`src/rtl/uart_ub_readback_tx_if.sv`:
```
// Request, UB-read and byte-transmit channels of the UART readback engine.
// The slave modport is the engine's view; master is the command FSM / UB / transmitter side.
interface uart_ub_readback_tx_if #(
  parameter int UB_ADDR_W = 8,
  parameter int LEN_W     = 16
);
  logic                 req_valid;
  logic                 req_ready;
  logic [1:0]           req_kind;
  logic [UB_ADDR_W-1:0] req_addr;
  logic [LEN_W-1:0]     req_len;
  logic [7:0]           req_code;
  logic                 ub_rd_en;
  logic [UB_ADDR_W-1:0] ub_rd_addr;
  logic [255:0]         ub_rd_data;
  logic [7:0]           tx_data;
  logic                 tx_valid;
  logic                 tx_ready;

  modport slave (
    input  req_valid, req_kind, req_addr, req_len, req_code, ub_rd_data, tx_ready,
    output req_ready, ub_rd_en, ub_rd_addr, tx_data, tx_valid
  );

  modport master (
    output req_valid, req_kind, req_addr, req_len, req_code, ub_rd_data, tx_ready,
    input  req_ready, ub_rd_en, ub_rd_addr, tx_data, tx_valid
  );
endinterface

```
`src/rtl/uart_ub_readback_tx.sv`:
```
// PC-bound UART engine: serializes Unified Buffer rows, status bytes and ACK codes
// onto the byte-wide transmitter handshake, one request at a time.
module uart_ub_readback_tx #(
  parameter int UB_ADDR_W = 8,
  parameter int LEN_W     = 16
) (
  input  logic               clk,
  input  logic               rst,
  uart_ub_readback_tx_if.slave bus,
  input  logic               sys_busy,
  input  logic               sys_done,
  input  logic               vpu_busy,
  input  logic               vpu_done,
  input  logic               ub_busy,
  input  logic               ub_done,
  output logic               busy,
  output logic               done
);

  typedef enum logic [2:0] {
    S_IDLE = 3'd0,
    S_RD   = 3'd1,
    S_WAIT = 3'd2,
    S_SEND = 3'd3,
    S_FIN  = 3'd4
  } state_t;

  localparam logic [LEN_W-1:0] LEN_ONE = LEN_W'(1'b1);

  function automatic logic [7:0] pack_status(
    input logic sb, input logic sd, input logic vb,
    input logic vd, input logic ubb, input logic ubd
  );
    return {2'b00, ubd, ubb, vd, vb, sd, sb};
  endfunction

  state_t               state_r, state_s;
  logic [UB_ADDR_W-1:0] ptr_r;
  logic [LEN_W-1:0]     rem_r;
  logic [4:0]           idx_r;
  logic [255:0]         row_r;
  logic [7:0]           tx_data_r;
  logic                 tx_valid_r, ub_rd_en_r, busy_r, done_r, req_ready_r;

  logic                 accept_s, xfer_s, last_byte_s;
  logic [4:0]           idx_inc_s;

  // Next-state decode and handshake qualifiers
  always_comb begin
    state_s     = state_r;
    accept_s    = (state_r == S_IDLE) && bus.req_valid;
    xfer_s      = (state_r == S_SEND) && tx_valid_r && bus.tx_ready;
    last_byte_s = (rem_r == LEN_ONE);
    idx_inc_s   = idx_r + 5'd1;
    case (state_r)
      S_IDLE: begin
        if (accept_s) begin
          case (bus.req_kind)
            2'd0:    state_s = (bus.req_len == '0) ? S_FIN : S_RD;
            2'd1:    state_s = S_SEND;
            2'd2:    state_s = S_SEND;
            default: state_s = S_FIN;
          endcase
        end else begin
          state_s = S_IDLE;
        end
      end
      S_RD:   state_s = S_WAIT;
      S_WAIT: state_s = S_SEND;
      S_SEND: begin
        if (!xfer_s) begin
          state_s = S_SEND;
        end else if (last_byte_s) begin
          state_s = S_FIN;
        end else if (idx_r == 5'd31) begin
          state_s = S_RD;
        end else begin
          state_s = S_SEND;
        end
      end
      S_FIN:   state_s = S_IDLE;
      default: state_s = S_IDLE;
    endcase
  end

  // State register
  always_ff @(posedge clk or posedge rst) begin
    if (rst) begin
      state_r <= S_IDLE;
    end else begin
      state_r <= state_s;
    end
  end

  // Row pointer, byte counters, row buffer and the byte presented to the transmitter
  always_ff @(posedge clk or posedge rst) begin
    if (rst) begin
      ptr_r     <= '0;
      rem_r     <= '0;
      idx_r     <= 5'd0;
      row_r     <= '0;
      tx_data_r <= 8'h00;
    end else begin
      case (state_r)
        S_IDLE: begin
          if (accept_s) begin
            ptr_r     <= bus.req_addr;
            // Single-byte kinds reuse the counter so SEND ends after one transfer
            rem_r     <= (bus.req_kind == 2'd0) ? bus.req_len : LEN_ONE;
            tx_data_r <= (bus.req_kind == 2'd1)
                         ? pack_status(sys_busy, sys_done, vpu_busy, vpu_done, ub_busy, ub_done)
                         : bus.req_code;
          end
        end
        S_RD: idx_r <= 5'd0;
        S_WAIT: begin
          row_r     <= bus.ub_rd_data;
          tx_data_r <= bus.ub_rd_data[7:0];
        end
        S_SEND: begin
          if (xfer_s) begin
            rem_r <= rem_r - LEN_ONE;
            idx_r <= idx_inc_s;
            if (!last_byte_s) begin
              tx_data_r <= row_r[{idx_inc_s, 3'b000} +: 8];
              if (idx_r == 5'd31) begin
                ptr_r <= ptr_r + 1'b1;
              end
            end
          end
        end
        default: ;
      endcase
    end
  end

  // Registered control outputs, decoded from the upcoming state
  always_ff @(posedge clk or posedge rst) begin
    if (rst) begin
      ub_rd_en_r  <= 1'b0;
      tx_valid_r  <= 1'b0;
      busy_r      <= 1'b0;
      done_r      <= 1'b0;
      req_ready_r <= 1'b1;
    end else begin
      ub_rd_en_r  <= (state_s == S_RD);
      tx_valid_r  <= (state_s == S_SEND);
      busy_r      <= (state_s != S_IDLE);
      done_r      <= (state_s == S_FIN);
      req_ready_r <= (state_s == S_IDLE);
    end
  end

  assign bus.req_ready  = req_ready_r;
  assign bus.ub_rd_en   = ub_rd_en_r;
  assign bus.ub_rd_addr = ptr_r;
  assign bus.tx_data    = tx_data_r;
  assign bus.tx_valid   = tx_valid_r;
  assign busy           = busy_r;
  assign done           = done_r;

endmodule
```
`src/flat_wrapper.sv`:
```
// flat-port wrapper written by rule: the top's interface ports become plain ports
module uart_ub_readback_tx_flat 
#(
  parameter int UB_ADDR_W = 8,
  parameter int LEN_W     = 16
)
  (clk, rst, sys_busy, sys_done, vpu_busy, vpu_done, ub_busy, ub_done, busy, done, bus_req_valid, bus_req_kind, bus_req_addr, bus_req_len, bus_req_code, bus_ub_rd_data, bus_tx_ready, bus_req_ready, bus_ub_rd_en, bus_ub_rd_addr, bus_tx_data, bus_tx_valid);
  uart_ub_readback_tx_if #(.UB_ADDR_W(UB_ADDR_W), .LEN_W(LEN_W)) bus_i ();
  input  logic clk;
  input  logic rst;
  input  logic sys_busy;
  input  logic sys_done;
  input  logic vpu_busy;
  input  logic vpu_done;
  input  logic ub_busy;
  input  logic ub_done;
  output logic busy;
  output logic done;
  input wire logic [$bits(bus_i.req_valid)-1:0] bus_req_valid;
  input wire logic [$bits(bus_i.req_kind)-1:0] bus_req_kind;
  input wire logic [$bits(bus_i.req_addr)-1:0] bus_req_addr;
  input wire logic [$bits(bus_i.req_len)-1:0] bus_req_len;
  input wire logic [$bits(bus_i.req_code)-1:0] bus_req_code;
  input wire logic [$bits(bus_i.ub_rd_data)-1:0] bus_ub_rd_data;
  input wire logic [$bits(bus_i.tx_ready)-1:0] bus_tx_ready;
  output wire logic [$bits(bus_i.req_ready)-1:0] bus_req_ready;
  output wire logic [$bits(bus_i.ub_rd_en)-1:0] bus_ub_rd_en;
  output wire logic [$bits(bus_i.ub_rd_addr)-1:0] bus_ub_rd_addr;
  output wire logic [$bits(bus_i.tx_data)-1:0] bus_tx_data;
  output wire logic [$bits(bus_i.tx_valid)-1:0] bus_tx_valid;
  assign bus_i.req_valid = bus_req_valid;
  assign bus_i.req_kind = bus_req_kind;
  assign bus_i.req_addr = bus_req_addr;
  assign bus_i.req_len = bus_req_len;
  assign bus_i.req_code = bus_req_code;
  assign bus_i.ub_rd_data = bus_ub_rd_data;
  assign bus_i.tx_ready = bus_tx_ready;
  assign bus_req_ready = bus_i.req_ready;
  assign bus_ub_rd_en = bus_i.ub_rd_en;
  assign bus_ub_rd_addr = bus_i.ub_rd_addr;
  assign bus_tx_data = bus_i.tx_data;
  assign bus_tx_valid = bus_i.tx_valid;
  uart_ub_readback_tx #(.UB_ADDR_W(UB_ADDR_W), .LEN_W(LEN_W)) u_core (.clk(clk), .rst(rst), .bus(bus_i), .sys_busy(sys_busy), .sys_done(sys_done), .vpu_busy(vpu_busy), .vpu_done(vpu_done), .ub_busy(ub_busy), .ub_done(ub_done), .busy(busy), .done(done));
endmodule
```
`config.mk`:
```
export PLATFORM = sky130hd
export DESIGN_NAME = uart_ub_readback_tx_flat
export DESIGN_NICKNAME = d
export VERILOG_FILES = /design/src/rtl/uart_ub_readback_tx_if.sv /design/src/rtl/uart_ub_readback_tx.sv /design/src/flat_wrapper.sv
export SDC_FILE = /design/constraint.sdc
export NUM_CORES = 1
export LEC_CHECK = 0
export CORE_MARGIN = 2
export CORE_UTILIZATION = 35
export CTS_CLUSTER_DIAMETER = 120
export DETAILED_ROUTE_END_ITERATION = 12
export DONT_BUFFER_PORTS = 1
export PLACE_DENSITY = 0.6
export RECOVER_POWER = 50
export SLEW_MARGIN = 10
export SYNTH_ARGS = -nofsm -noshare
export SYNTH_HDL_FRONTEND = slang
export SYNTH_SLANG_ARGS = --single-unit
```
`constraint.sdc`:
```
create_clock -name clk -period 10.4 [get_ports clk]
set_clock_uncertainty 0.15 [all_clocks]
set_input_delay 2.6 -clock clk [delete_from_list [all_inputs] [get_ports clk]]
set_output_delay 2.6 -clock clk [all_outputs]
set_load 0.05 [all_outputs]
```
==> qor.csv, run 1 <==
metric,value,unit
critical_path.max_fanout,85,
r2r_start,u_core.state_r[2],
port_buffers,0,
grt_pass1_vias,9133,
relSlewSlack,-196,%
cts_tree,yes,
yosys.area.top_type,dfrtp_1,
dieArea,42600,sq um
clk_latency,560,ps
place_congestion,0.855,
switching_share,36.8,%
final.min_clock_period,6510,ps
final_common_cell,dfrtp_1,
dp_hpwl,27.9,mm
drc,0,
violations,"max-capacitance violations, max-slew violations",
vdd.ir_drop.worst,0.000217,V
r2r_setup_slack,3890,ps
synth_area,14400,sq um
grt_max_degree,88,
synth_edf_count,0,
netlist_instances,1045,
ios,321,
rsz0062_at_grt,no,
fin_util,39.4,%
fin_tns_setup,0,ps
first_pass_iters,5,
drv_slew,241,
yosysUniqueCellTypes,64,
cts_root_buf,clkbuf_16,
post_cts_buffers,0,
switchingPower,2.34,mW
holdPathEnd,u_core.rem_r[14],
hold_buffers,0,
whs_path_depth,1,
htreeDepth,2,
grt.total_usage,18.0,%
netlist_top_cells_area,"dfrtp_1 52%, mux2_2 20%, mux4_2 7.5%",
hold_viol,0,
worstHoldStart,u_core.rem_r[14],
synth-main-ff-cell,dfrtp_1,
use_met1,22.3,%
cts.path.max_buffers,3,
min_period_over_period,62.6,%
area_growth,11.6,%
die-height,206,um
cts.clk_slew.worst_paths,60,ps
nNetsFinal,1337,
use_met2,28.3,%
grt_busiest_layer,met2,
grt_pass1_wl,56.8,mm
intPower,4.01,mW
r2r_end,u_core.row_r[131],
p_seq_share,34.9,%
syn_nets,1353,
via_per_inst,5.51,
cp-start-kind,register,
cts_buffers,35,
yosys_warnings,0,
critical_path_class,reg2reg,
setup_slack,3890,ps
cts-resized-gates,0,
fmax,0.154,GHz
power_density,396,nW/um^2
yosysTopAreaCellShare,52.3,%
p_leak,6.51,nW
cap_violations,4,
worst_ep_required_time,10720,ps
avgSynthCellArea,13.7,sq um
ys_seq_area_share,52.5,%
wirelength,38.9,mm
layout_common_cells,"299 x dfrtp_1, 261 x mux2_2, 49 x nand2_1",
comb_power_share,45.4,%
num_rows,74,
clkPwrFrac,19.7,%
wire_per_inst,24.3,um
drt_iter0_drc,602,
synth-seq-cells,301,
core,40600,sq um
hp-class,reg2reg,
async_reset_ff_share,100,%
die_x,206,um
initial_core_util,35.3,%
use_met3,6.92,%
worst-slew-pin-transition,4430,ps
cp-end-kind,register,
preCtsSetupSlack,5520,ps
crit_arrival,6830,ps
cts.sinks,301,
drive_gt1_share,36.8,%
antenna_found_initial,24,
rr_worst_depth,4,
vias,8828,
grt-ovfl-total,0,
status,"finished, violations left",
layout.cells.non_filler,1601,
place_inst,1524,
setup_viol,0,
ant_nets,0,
cells by family (layout without fill, tap and decap cells):
kind of cell	Yosys count	in the layout	share of synthesized area, %
xor+xnor	4	4	0.401
mux	346	346	31.5
flops	301	301	52.5
fa+ha+maj	8	8	0.697
other cells	0	14	0
buf+inv	85	95	2.89
simple gates	153	153	5.41
compound gates	148	148	6.60
layout make-up:
cell class / count / area, sq um
repair buffers: 15 / 101
clock inverters: 12 / 164
inverters: 17 / 65.1
well taps: 532 / 666
flip-flops and latches: 301 / 7540
diodes: 14 / 35.0
multi-input cells: 659 / 6440
clock buffers: 51 / 1010
fillers: 3750 / 24600
power groups by stage:
stage | registers, mW | clock network (mW) | logic (mW)
finish | 2.21 | 1.25 | 2.88
detailed placement | 2.24 | 0 | 2.91
global route | 2.30 | 1.33 | 3.13
floorplan | 2.06 | 0 | 2.33
global placement | 2.21 | 0 | 2.86
CTS | 2.22 | 1.28 | 2.91
cells in the mapped netlist (all sizes together), types with 2 or more instances:
library cell	count
dfrtp	300
mux2	261
mux4	56
nand2	49
buf	42
o21ai	39
a21oi	35
mux2i	29
clkbuf	26
nor2	25
inv	17
a31oi	16
nor3	16
a22oi	11
nand3	11
nand4	9
ha	8
nor4	8
and3	7
a22o	5
a32oi	5
nor2b	5
o22a	5
nor3b	4
o211ai	4
o31ai	4
a2111oi	3
a21o	3
and2	3
nand2b	3
o22ai	3
or2	3
or3	3
a211oi	2
a41oi	2
nand4b	2
o2111ai	2
o32ai	2
or3b	2
xnor2	2
xor2	2
how the worst max path moves through the flow:
stage	depth (start not counted)	from	slack, ps	endpoint
after floorplan	1	rst	3650	u_core.bus.tx_data[0]
after global placement	3	rst	5570	u_core.row_r[100]
after detailed placement	3	rst	5520	u_core.row_r[103]
after CTS	3	rst	6100	u_core.row_r[159]
after global routing	3	rst	3180	u_core.row_r[183]
final	4	u_core.state_r[2]	3890	u_core.row_r[131]
worst max-delay path: stages, from the launching register on:
cell and delay (ps):
dfrtp_1 470, nand2b_1 470, nor2_1 1470, clkbuf_1 3180
mux2_2 610
metal layers:
layer,up-vias,wire length [um]
met5,-,130
met4,22,1030
met2,303,18400
li1,3921,-
met3,77,3610
met1,4505,15700
flip-flops by register name (all words and copies together) (netlist names):
| signal | cells |
|---|---|
| u_core.state_r | 3 |
| u_core.busy | 1 |
| u_core.bus.tx_data | 8 |
| u_core.bus.ub_rd_en | 1 |
| u_core.rem_r | 16 |
| u_core.bus.req_ready | 1 |
| u_core.idx_r | 5 |
| u_core.row_r | 256 |
| u_core.bus.ub_rd_addr | 8 |
| u_core.done | 1 |
| u_core.bus.tx_valid | 1 |
stage by stage:
stage                     instance area [sq um]  hold WS (ps)  total power, mW
final                                     16000           335             6.34
after global routing                      16000           363             6.76
after CTS                                 16000           341             6.41
after detailed placement                  14800           327             5.14
after global placement                    14800           318             5.07
after floorplan                           14400           299             4.39
Note: power is estimated with default switching activity, not from simulation.
==> run 2: changes to the inputs <==
--- a/config.mk
+++ b/config.mk
@@ -10,7 +10,7 @@
 export CTS_CLUSTER_DIAMETER = 120
 export DETAILED_ROUTE_END_ITERATION = 12
 export DONT_BUFFER_PORTS = 1
-export PLACE_DENSITY = 0.6
+export PLACE_DENSITY = 0.58
 export RECOVER_POWER = 50
 export SLEW_MARGIN = 10
 export SYNTH_ARGS = -nofsm -noshare
==> constraint.sdc (replaced) <==
create_clock -name clk -period 6.8 [get_ports clk]
set_clock_uncertainty 0.15 [all_clocks]
set_input_delay 1.7 -clock clk [delete_from_list [all_inputs] [get_ports clk]]
set_output_delay 1.7 -clock clk [all_outputs]
set_load 0.05 [all_outputs]
==> qor.csv, run 2 (synthesis gave the netlist of run 1 again) <==
metric,value,unit,change
initial_core_util,35.3,%,unchanged
place_congestion,0.877,,was 0.855
num_rows,74,,unchanged
met3_length,4.70,mm,was 3.61 mm
critical_path.max_fanout,32,,was 85
hold_buffers,0,,unchanged
antenna_found_initial,24,,unchanged
drv_slew,69,,was 241
crit_arrival,4790,ps,was 6830 ps
nNetsFinal,1334,,was 1337
via_per_inst,5.55,,was 5.51
grt_max_degree,189,,was 88
rsz0062_at_grt,no,,unchanged
cap_violations,2,,was 4
setup_viol,0,,unchanged
vdd.ir_drop.worst,0.000276,V,was 0.000217 V
wirelength,39.9,mm,was 38.9 mm
wl_met1,15.9,mm,was 15.7 mm
cts-resized-gates,0,,unchanged
drt_iter0_drc,603,,was 602
layout_common_cells,"300 x dfrtp_1, 261 x mux2_2, 49 x nand2_1",,"was 299 x dfrtp_1, 261 x mux2_2, 49 x nand2_1"
cts.clk_slew.worst_paths,60,ps,about the same
vias,8871,,was 8828
die_x,206,um,unchanged
cts_buffers,37,,was 35
fmax,0.224,GHz,was 0.154 GHz
crit_chain,ha_4 > and3_1 > ha_1 > nand2_1 > nor3b_1 > a22oi_1 > o211ai_1 > a22o_1,,was nand2b_1 > nor2_1 > clkbuf_1 > mux2_2
cp.buffers_inverters,0,,was 1
final_common_cell,dfrtp_1,,unchanged
cp-end-kind,register,,unchanged
port_buffers,0,,unchanged
largest-register,u_core.row_r,,unchanged
final.min_clock_period,4460,ps,was 6510 ps
critPathTopFamily,flip-flops,,was buffers and inverters
post_cts_buffers,0,,unchanged
drc,0,,unchanged
clk_latency,540,ps,was 560 ps
min_period_over_period,65.6,%,was 62.6%
fin_tns_setup,0,ps,unchanged
wire_per_inst,25.0,um,was 24.3 um
ios,321,,unchanged
dp_hpwl,28.5,mm,was 27.9 mm
violations,"max-capacitance violations, max-slew violations",,unchanged
dieArea,42600,sq um,unchanged
relSlewSlack,-21.6,%,was -196%
hold_viol,0,,unchanged
cts.path.max_buffers,3,,unchanged
critPathMaxStageDelay,1500,ps,was 3180 ps
largest_reg_flops,256,,unchanged
status,"finished, violations left",,unchanged
grt-ovfl-total,0,,unchanged
drive_gt1_share,36.8,%,about the same
hold_slack,342,ps,was 335 ps
cts.sinks,301,,unchanged
critical_path_class,reg2reg,,unchanged
first_pass_iters,5,,unchanged
core,40600,sq um,unchanged
ant_nets,0,,unchanged
grt_pass1_wl,57.9,mm,was 56.8 mm
cts_tree,yes,,unchanged
reg.largest.list,"u_core.row_r (256), u_core.rem_r (16)",,unchanged
wl_met2,18.2,mm,was 18.4 mm
power_density,593,nW/um^2,was 396 nW/um^2
area_growth,12.7,%,was 11.6%
worst-slew-pin-transition,1820,ps,was 4430 ps
p_leak,6.59,nW,was 6.51 nW
grt_pass1_vias,8949,,was 9133
top_layer,met5,,unchanged
cp-start-kind,register,,unchanged
grt.total_usage,18.4,%,was 18.0%
cts_root_buf,clkbuf_16,,unchanged
htreeDepth,2,,unchanged
worst_ep_required_time,7130,ps,was 10720 ps
hp-class,reg2reg,,unchanged
die-height,206,um,unchanged
slowest_stage,dfrtp_1,,was clkbuf_1
[run 2: cell types whose count changed in the layout (fill, tap and decap cells not counted), sizes merged]
cell | before | now
diode | 14 | 12
clkinv | 7 | 4
bufinv | 2 | 7
inv | 17 | 16
buf | 12 | 9
[run 2: routing by layer]
layer  GRT usage (%)  vias to the layer above
li1                -                     3920
met1            23.1                     4484
met2            27.7                      366
met3            9.35                       75
met4            5.54                       26
met5               0                        -
[run 2: final cells by class]
| class | instances | area [sq um] |
|---|---|---|
| Antenna cell | 12 | 30.0 |
| Clock buffer | 53 | 1080 |
| Multi-Input combinational cell | 659 | 6440 |
| Tap cell | 532 | 666 |
| Clock inverter | 13 | 256 |
| Inverter | 17 | 65.1 |
| Sequential cell | 301 | 7530 |
| Timing Repair Buffer | 10 | 109 |
| Fill cell | 3774 | 24500 |
[run 2: worst reg2reg max path: stages (launching register included)]
cell      delay (ps)
dfrtp_1         1500
ha_4             380
and3_1           190
ha_1             540
nand2_1          360
nor3b_1          570
a22oi_1          350
o211ai_1         190
a22o_1           150
[run 2: path summary, 6_finish.rpt]
| kind | depth (start not counted) | end | slack, ps | start |
|---|---|---|---|---|
| worst min-delay path | 1 | u_core.rem_r[14] | 340 | u_core.rem_r[14] |
| worst min register to register | 1 | u_core.rem_r[14] | 340 | u_core.rem_r[14] |
| worst max-delay path | 8 | u_core.bus.tx_data[5] | 2340 | u_core.idx_r[0] |
| min in group asynchronous | 2 | u_core.bus.ub_rd_addr[3] | 1140 | rst |
| max in group asynchronous | 2 | u_core.row_r[110] | 4590 | rst |
| worst max register to register | 8 | u_core.bus.tx_data[5] | 2340 | u_core.idx_r[0] |
[run 2: where the power goes]
part,internal (mW),switching (mW),leakage [nW]
sequential,2.67,0.719,3.66
combinational,2.15,1.91,2.29
clock,1.37,0.780,0.646
total,6.19,3.41,6.59
[run 2: per-stage QoR]
stage / power (mW) / cell area [sq um] / utilization (%) / setup WS [ps] / cells
floorplan: 6.71 / 14400 / - / 950 / 1045
global placement: 7.42 / 14800 / 36.5 / 3090 / 1519
detailed placement: 7.51 / 14800 / 36.5 / 3050 / 1519
CTS: 9.70 / 16200 / 39.8 / 3050 / 1585
global route: 10.2 / 16200 / 39.8 / 2110 / 1593
finish: 9.60 / 16200 / 39.8 / 2340 / 1597
==> run 3: changes to the inputs <==
--- a/config.mk
+++ b/config.mk
@@ -10,7 +10,7 @@
 export CTS_CLUSTER_DIAMETER = 120
 export DETAILED_ROUTE_END_ITERATION = 12
 export DONT_BUFFER_PORTS = 1
-export PLACE_DENSITY = 0.58
+export PLACE_DENSITY = 0.6
 export RECOVER_POWER = 50
 export SLEW_MARGIN = 10
 export SYNTH_ARGS = -nofsm -noshare
==> constraint.sdc (replaced) <==
create_clock -name clk -period 4.01 [get_ports clk]
set_clock_uncertainty 0.15 [all_clocks]
set_input_delay 1.0025 -clock clk [delete_from_list [all_inputs] [get_ports clk]]
set_output_delay 1.0025 -clock clk [all_outputs]
set_load 0.05 [all_outputs]
==> qor.csv, run 3 (synthesis gave the netlist of run 1 again) <==
metric,value,unit,change
layout_common_cells,"300 x dfrtp_1, 261 x mux2_2, 49 x nand2_1",,unchanged
largest-register,u_core.row_r,,unchanged
cts_tree,yes,,unchanged
fin_util,39.7,%,was 39.8%
r2r_setup_slack,520,ps,was 2340 ps
antenna_found_initial,25,,was 24
port_buffers,0,,unchanged
hp-class,reg2reg,,unchanged
cap_violations,2,,unchanged
wirelength,40.2,mm,was 39.9 mm
critical_path.max_fanout,34,,was 32
hold_viol,0,,unchanged
vias,8935,,was 8871
violations,"max-capacitance violations, max-slew violations",,unchanged
dieArea,42600,sq um,unchanged
nFillCells,3828,,was 3774
drv_slew,183,,was 69
critical_path_class,reg2reg,,unchanged
drive_gt1_share,37.6,%,was 36.8%
grt_pass1_wl,58.9,mm,was 57.9 mm
setup_slack,521,ps,was 2340 ps
cts.path.max_buffers,3,,unchanged
grt_pass1_vias,9227,,was 8949
cts-resized-gates,0,,unchanged
cts_root_buf,clkbuf_16,,unchanged
drc,0,,unchanged
place_area,15000,sq um,was 14800 sq um
nNetsFinal,1344,,was 1334
place_congestion,0.856,,was 0.877
grt-ovfl-total,0,,unchanged
clk_latency,540,ps,about the same
cts_buffers,37,,unchanged
ant_nets,0,,unchanged
cp-end-kind,register,,unchanged
fin_area,16100,sq um,was 16200 sq um
cts.clk_slew.worst_paths,60,ps,about the same
min_period_over_period,87.0,%,was 65.6%
die-height,206,um,unchanged
num_rows,74,,unchanged
wire_per_inst,25.0,um,about the same
area_growth,12.5,%,was 12.7%
cts.sinks,301,,unchanged
via_per_inst,5.57,,was 5.55
relSlewSlack,-13.8,%,was -21.6%
final_common_cell,dfrtp_1,,unchanged
fmax,0.287,GHz,was 0.224 GHz
grt.total_usage,18.7,%,was 18.4%
die_x,206,um,unchanged
rsz0062_at_grt,no,,unchanged
worst-slew-pin-transition,1710,ps,was 1820 ps
grt_max_degree,123,,was 189
core,40600,sq um,unchanged
largest_reg_flops,256,,unchanged
p_leak,6.60,nW,was 6.59 nW
worst_ep_required_time,4290,ps,was 7130 ps
vdd.ir_drop.worst,0.000472,V,was 0.000276 V
cp-start-kind,register,,unchanged
drt_iter0_drc,664,,was 603
power_density,997,nW/um^2,was 593 nW/um^2
status,"finished, violations left",,unchanged
post_cts_buffers,0,,unchanged
ios,321,,unchanged
hold_buffers,0,,unchanged
crit_arrival,3770,ps,was 4790 ps
dp_hpwl,29.5,mm,was 28.5 mm
htreeDepth,2,,unchanged
initial_core_util,35.3,%,unchanged
final.min_clock_period,3490,ps,was 4460 ps
reg.largest.list,"u_core.row_r (256), u_core.rem_r (16)",,unchanged
setup_viol,0,,unchanged
preCtsSetupSlack,706,ps,was 3050 ps
first_pass_iters,5,,unchanged
run 3: per-layer routing:
metal / GRT usage [%] / routed length (um)
met1: 24.0 / 16600
met2: 29.0 / 18700
met3: 7.88 / 3830
met4: 4.87 / 872
met5: 0 / 168
run 3: final timing paths:
| kind | startpoint | to | depth (start not counted) |
|---|---|---|---|
| min in group asynchronous | rst | u_core.bus.ub_rd_addr[3] | 1 |
| min reg2reg | u_core.rem_r[14] | u_core.rem_r[14] | 1 |
| max in group asynchronous | rst | u_core.row_r[79] | 2 |
| min | u_core.rem_r[14] | u_core.rem_r[14] | 1 |
| max | u_core.idx_r[0] | u_core.bus.tx_data[0] | 8 |
| max reg2reg | u_core.idx_r[0] | u_core.bus.tx_data[0] | 8 |
run 3: critical path, cell delays in order (launching register included):
cell and delay (ps):
dfrtp_1 830, buf_4 530, buf_4 560, mux4_2 580, nand2_1 80, nand2_1 70
a31oi_1 220, nand4_1 140, a22o_1 190
run 3: where the power goes:
part	switching [mW]	total, mW	internal [mW]
registers	1.22	5.75	4.54
clock network	1.34	3.39	2.05
logic	3.28	6.96	3.68
total	5.83	16.1	10.3
run 3: per-stage QoR:
step,hold WS [ps],power [mW],TNS (ps),std cells
final,343,16.1,0,1605
after global routing,359,17.1,0,1599
after CTS,238,16.3,0,1592
after detailed placement,329,12.9,0,1529
after global placement,314,12.7,0,1529
after floorplan,299,11.4,-342890,1045
run 3: cell type report:
class / instances / area [sq um] / area share [%]
antenna: 13 / 32.5 / 0.201
clock buffer: 46 / 1010 / 6.25
clock inverter: 17 / 208 / 1.29
inverter: 17 / 65.1 / 0.403
multi-input combinational: 659 / 6430 / 39.8
sequential: 301 / 7530 / 46.6
tap: 532 / 666 / 4.12
timing repair buffer: 20 / 204 / 1.26
